===== src/rtl/cmos_pixel_packer.sv =====
// CMOS camera byte stream to 32-bit FIFO word packer with frame/line counters.
// Optional macro CMOS_FRAME_HEADER_EN writes a {16'hA5A5, frame_cnt} word at frame start.
module cmos_pixel_packer #(
  parameter int unsigned DATA_WIDTH = 32,
  parameter int unsigned PIX_WIDTH  = 8
) (
  input  logic                  wr_clk,
  input  logic                  rst,
  input  logic                  capture_en,
  input  logic                  cmos_vsync,
  input  logic                  cmos_href,
  input  logic [PIX_WIDTH-1:0]  cmos_data,
  input  logic                  fifo_full,
  output logic                  wr_en,
  output logic [DATA_WIDTH-1:0] din,
  output logic [15:0]           frame_cnt,
  output logic [11:0]           line_cnt,
  output logic                  overflow,
  output logic                  busy
);

  localparam int unsigned NUM_PIX  = DATA_WIDTH / PIX_WIDTH;
  localparam int unsigned IDX_W    = 2;
  localparam int unsigned LOW_W    = DATA_WIDTH - PIX_WIDTH;
  localparam logic [11:0] LINE_MAX = 12'hFFF;

  typedef enum logic [1:0] {S_IDLE, S_WAIT_VS, S_CAPTURE} state_t;

  state_t                r_state;
  state_t                w_state_nxt;
  logic                  r_vs, r_vs_d, r_href, r_href_d;
  logic [PIX_WIDTH-1:0]  r_data;
  logic [IDX_W-1:0]      r_idx;
  logic [DATA_WIDTH-1:0] r_pack;
  logic [DATA_WIDTH-1:0] r_word;
  logic                  r_pend;

  logic             w_vs_fall, w_vs_rise, w_href_rise, w_href_fall;
  logic             w_accept, w_flush, w_enter, w_start, w_close;
  logic [IDX_W-1:0] w_idx;

  assign w_vs_fall   = r_vs_d & ~r_vs;
  assign w_vs_rise   = ~r_vs_d & r_vs;
  assign w_href_rise = r_href & ~r_href_d;
  assign w_href_fall = r_href_d & ~r_href;
  assign w_idx       = w_href_rise ? '0 : r_idx;
  assign w_accept    = (r_state == S_CAPTURE) & r_href;
  assign w_flush     = (r_state == S_CAPTURE) & w_href_fall & (r_idx != '0);
  assign w_enter     = (r_state != S_CAPTURE) & (w_state_nxt == S_CAPTURE);
  assign w_start     = (r_state == S_IDLE) & (w_state_nxt == S_WAIT_VS);
  assign w_close     = (r_state == S_CAPTURE) & (w_state_nxt != S_CAPTURE);

  // Next-state logic; a frame in progress only ends on a vsync rise.
  always_comb begin
    w_state_nxt = r_state;
    case (r_state)
      S_IDLE:    if (capture_en) w_state_nxt = S_WAIT_VS;
      S_WAIT_VS: begin
        if (!capture_en)    w_state_nxt = S_IDLE;
        else if (w_vs_fall) w_state_nxt = S_CAPTURE;
      end
      S_CAPTURE: if (w_vs_rise) w_state_nxt = capture_en ? S_WAIT_VS : S_IDLE;
      default:   w_state_nxt = S_IDLE;
    endcase
  end

  always_ff @(posedge wr_clk) begin
    if (rst) r_state <= S_IDLE;
    else     r_state <= w_state_nxt;
  end

  // Input registers, byte packing and the one-deep write pipeline.
  always_ff @(posedge wr_clk) begin
    if (rst) begin
      r_vs      <= 1'b0;
      r_vs_d    <= 1'b0;
      r_href    <= 1'b0;
      r_href_d  <= 1'b0;
      r_data    <= '0;
      r_idx     <= '0;
      r_pack    <= '0;
      r_word    <= '0;
      r_pend    <= 1'b0;
      wr_en     <= 1'b0;
      din       <= '0;
      frame_cnt <= '0;
      line_cnt  <= '0;
      overflow  <= 1'b0;
      busy      <= 1'b0;
    end else begin
      r_vs     <= cmos_vsync;
      r_vs_d   <= r_vs;
      r_href   <= cmos_href;
      r_href_d <= r_href;
      r_data   <= cmos_data;
      r_pend   <= 1'b0;
      if (w_href_rise) r_idx <= '0;

      if (w_accept) begin
        if (w_idx == IDX_W'(NUM_PIX - 1)) begin
          r_word <= {r_data, r_pack[LOW_W-1:0]};
          r_pend <= 1'b1;
          r_idx  <= '0;
        end else begin
          if (w_idx == '0) r_pack <= DATA_WIDTH'(r_data);
          for (int i = 1; i < NUM_PIX; i++)
            if (w_idx == IDX_W'(i)) r_pack[i*PIX_WIDTH +: PIX_WIDTH] <= r_data;
          r_idx <= w_idx + IDX_W'(1);
        end
      end else if (w_flush) begin
        r_word <= r_pack;
        r_pend <= 1'b1;
        r_idx  <= '0;
      end
`ifdef CMOS_FRAME_HEADER_EN
      else if (w_enter) begin
        r_word <= DATA_WIDTH'({16'hA5A5, frame_cnt});
        r_pend <= 1'b1;
      end
`endif

      wr_en <= r_pend & ~fifo_full;
      if (r_pend && !fifo_full) din <= r_word;

      if (w_start)                overflow <= 1'b0;
      else if (r_pend && fifo_full) overflow <= 1'b1;

      if (w_enter) line_cnt <= '0;
      else if ((r_state == S_CAPTURE) && w_href_fall && (line_cnt != LINE_MAX))
        line_cnt <= line_cnt + 12'd1;

      if (w_close) frame_cnt <= frame_cnt + 16'd1;

      busy <= (w_state_nxt == S_CAPTURE);
    end
  end

endmodule


===== config.mk =====
export PLATFORM = sky130hd
export DESIGN_NAME = cmos_pixel_packer
export DESIGN_NICKNAME = d
export VERILOG_FILES = /design/src/rtl/cmos_pixel_packer.sv
export SDC_FILE = /design/constraint.sdc
export NUM_CORES = 1
export LEC_CHECK = 0
export CAP_MARGIN = 10
export CORE_MARGIN = 2
export CORE_UTILIZATION = 46
export CTS_CLUSTER_DIAMETER = 80
export CTS_CLUSTER_SIZE = 14
export DETAILED_ROUTE_END_ITERATION = 8
export HOLD_SLACK_MARGIN = 0.06
export PLACE_DENSITY = 0.74
export SLEW_MARGIN = 20
export SYNTH_ARGS = -nofsm -noshare
export SYNTH_HDL_FRONTEND = slang
export SYNTH_SLANG_ARGS = --single-unit

===== constraint.sdc =====
create_clock -name wr_clk -period 1.8 [get_ports wr_clk]
set_input_delay 0.18 -clock wr_clk [delete_from_list [all_inputs] [get_ports wr_clk]]
set_output_delay 0.18 -clock wr_clk [all_outputs]
set_load 0.01 [all_outputs]

==> impl_metrics.json <==
{
  "finalNetCount": 665,
  "finClkSkew_ns": 0.00845,
  "hold_violations": 0,
  "clk_latency_ns": 0.51,
  "dp_hpwl_mm": 7.52,
  "floorplan.initialDensity_pct": 46.7,
  "synth-seq-cells": 136,
  "max_clock_freq_mhz": 557,
  "grt_use_total_pct": 19.7,
  "drt-pass1-iter-count": 5,
  "cp_max_fo": 8,
  "synth_cell_type_count": 41,
  "syn_to_final_growth_pct": 37.1,
  "drc": 0,
  "criticalPathCategory": "reg -> reg",
  "start_kind": "flop",
  "cts_tree": "done",
  "synth_flop_cell": "dfxtp_1",
  "max_cap_violations": 0,
  "drv_slew": 0,
  "gp_congestion": 0.810,
  "synth_top_family_by_area": "simple AND/OR/NAND/NOR gates",
  "power_leakage_nw": 2.42,
  "cts_num_sinks": 136,
  "synth_compound_area_share_pct": 17.9,
  "synth.area.top_cells": "dfxtp_1 54%, a21oi_1 7.3%, nand2_1 5.8%",
  "period_share_pct": 99.7,
  "synth_xor_area_share_pct": 1.40,
  "tightest_slew_ns": 0.443,
  "synth_top_area_cell": "dfxtp_1",
  "drtIter0Drc": 201,
  "die_x_um": 108,
  "yosysSeqAreaShare_pct": 54.5,
  "r2r_setup_slack_ns": 0.005,
  "boundaryPins": 77,
  "ir_drop_v": 0.000587,
  "cpMaxStageDelayCell": "dfxtp_2",
  "cts_max_path_buffers": 2,
  "timing.hold.ws_ns": 0.224,
  "grt_overflow_total": 0,
  "synthSimpleGateAreaFrac_pct": 19.2,
  "powerDensity_nw_per_um2": 946,
  "synth_edf_count": 0,
  "antenna_found_initial": 0,
  "synthArstFlopShare_pct": 0,
  "ys_warn_count": 0,
  "final_area_um2": 6850,
  "ant_nets": 0,
  "cts_root_buffer": "clkbuf_8",
  "wirelength_mm": 11.9,
  "crit_chain": "nand2b_4 > nand2_4 > inv_4 > ha_4 > nand3_4 > buf_4 > and3b_2 > clkbuf_16 > a22o_1",
  "grt_pass1_wl_mm": 18.3,
  "fp.dieArea_um2": 11700,
  "min_path_type": "in -> reg",
  "status": "finished clean",
  "rows": 38,
  "synthesis.area_um2": 5000,
  "synth_mux_area_share_pct": 1.80,
  "routedWlPerCell_um": 14.9,
  "max_stage_delay_ns": 0.35,
  "synth-adder-area-share_pct": 1.50,
  "die_h_um": 108,
  "clk_pin_slew_ns": 0.06,
  "cts.htree.levels": 4,
  "grt_max_degree": 41,
  "diodes": 0,
  "syn_area_per_cell_um2": 9.27,
  "synthTopCellsByCount": "136 x dfxtp_1, 77 x nand2_1, 73 x a21oi_1",
  "vias": 4287,
  "io_buffer_count": 76,
  "drive_above_1_share_pct": 14.3,
  "end_kind": "flop",
  "viasPerCell": 5.38,
  "synth_cells": 539,
  "grt_pass1_vias": 3984,
  "critical_path_arrival_ns": 2.19,
  "numCtsBuffers": 17,
  "min_period_ns": 1.79,
  "finalSetupViolations": 0,
  "core_um2": 10700,
  "placed_area_um2": 6080,
  "yosysMostFrequentCell": "dfxtp_1",
  "slew_headroom_pct": 70.4,
  "syn-num-nets": 559,
  "rsz0062_at_grt": "true",
  "required_ns": 2.20,
  "post-synth-top-area-fraction_pct": 54.5
}
## per-layer routing
metal  part of all wire (%)  GRT usage, %
met4                    1.6          5.31
met5                      0             0
met1                     43          24.2
met2                     50          33.5
met3                    5.4          6.27
## layout by cell type, fill, tap and decap left out, types with 2 or more instances in the layout
cell type        netlist  layout
xor2_1                 7       7
inv_6                  0       2
bufinv_16              0       2
nor4_1                 2       2
a21oi_4                0       2
mux2i_1                9       9
clkdlybuf4s50_1        0      75
buf_12                 0       3
nor3b_1                5       4
nor3_1                 2       2
or3_1                 13      13
inv_1                  5       4
nand3_1               28      27
o31ai_1                2       2
nand4_1                9       9
nor2_1                22      22
dfxtp_2                0       2
clkbuf_16              0      18
a21oi_1               73      72
nand2_4                0       2
buf_4                  1      36
o21bai_1               2       2
dfxtp_1              136     134
nand3b_1               3       3
o21ai_0               35      35
and3_1                 2       2
nand2_1               77      75
clkinv_2               0       2
clkinv_4               0       6
and4_1                 3       3
and2_1                 3       3
a22o_1                32      32
nor2b_1               13      12
buf_6                  3       2
ha_1                   6       5
## registers in the layout, summed over array words and instances (netlist names), 2 cells and up
signal and count:
r_state 2, frame_cnt 16, r_pack 24, din 32, r_word 32, r_data 8
line_cnt 12, r_idx 2
## metrics by stage
stage	instances	total power [mW]	TNS [ns]	utilization, %	setup WS [ns]
after detailed placement	756	3.24	-8.02	56.8	-0.340
after global placement	756	3.24	-5.95	56.8	-0.243
after global routing	797	6.69	-0.900	64.0	-0.0527
after floorplan	539	3.18	0	-	0.00330
final	797	6.48	0	64.0	0.00531
after CTS	788	6.50	0	62.4	0.0108
## final timing paths
check        depth (start not counted)          from    endpoint
max                                  9      r_href_d  r_word[15]
min                                  2  cmos_data[6]   r_data[6]
max reg2reg                          9      r_href_d  r_word[15]
min reg2reg                          2        din[7]      din[7]
## layout make-up
class                           instances  area, um2
Sequential cell                       136       2730
Multi-Input combinational cell        364       2190
Fill cell                             872       3850
Clock inverter                         13        148
Tap cell                              140        175
Timing Repair Buffer                  120       1170
Inverter                                6       25.0
Clock buffer                           18        418
## worst max-delay path, delay by kind of cell (launching register included)
| kind | cells | cell delay, ns |
|---|---|---|
| simple gates | 4 | 0.57 |
| buf+inv | 3 | 0.40 |
| flops | 1 | 0.35 |
| compound gates | 1 | 0.22 |
| fa+ha+maj | 1 | 0.15 |
## power by group
part / total [mW] / internal, mW / switching, mW
registers: 3.05 / 3.03 / 0.0222
clock network: 3.27 / 1.98 / 1.30
logic: 0.153 / 0.0736 / 0.0798
total: 6.48 / 5.08 / 1.40
## kinds of logic after synthesis
group           Yosys count
mux                       9
simple gates            191
flops                   136
xor+xnor                  8
buf+inv                  40
fa+ha+maj                 6
compound gates          149
## what timing repair did
item / 4_1_cts / 5_1_grt
gates cloned: 0 / 4
setup endpoints to repair: 27 / 40
hold buffers: 1 / 0
resized for setup: 5 / 15
pin swaps: 0 / 4
setup buffers: 0 / 5
hold endpoints to repair: 1 / 0
Power figures use the tool's default switching activity.
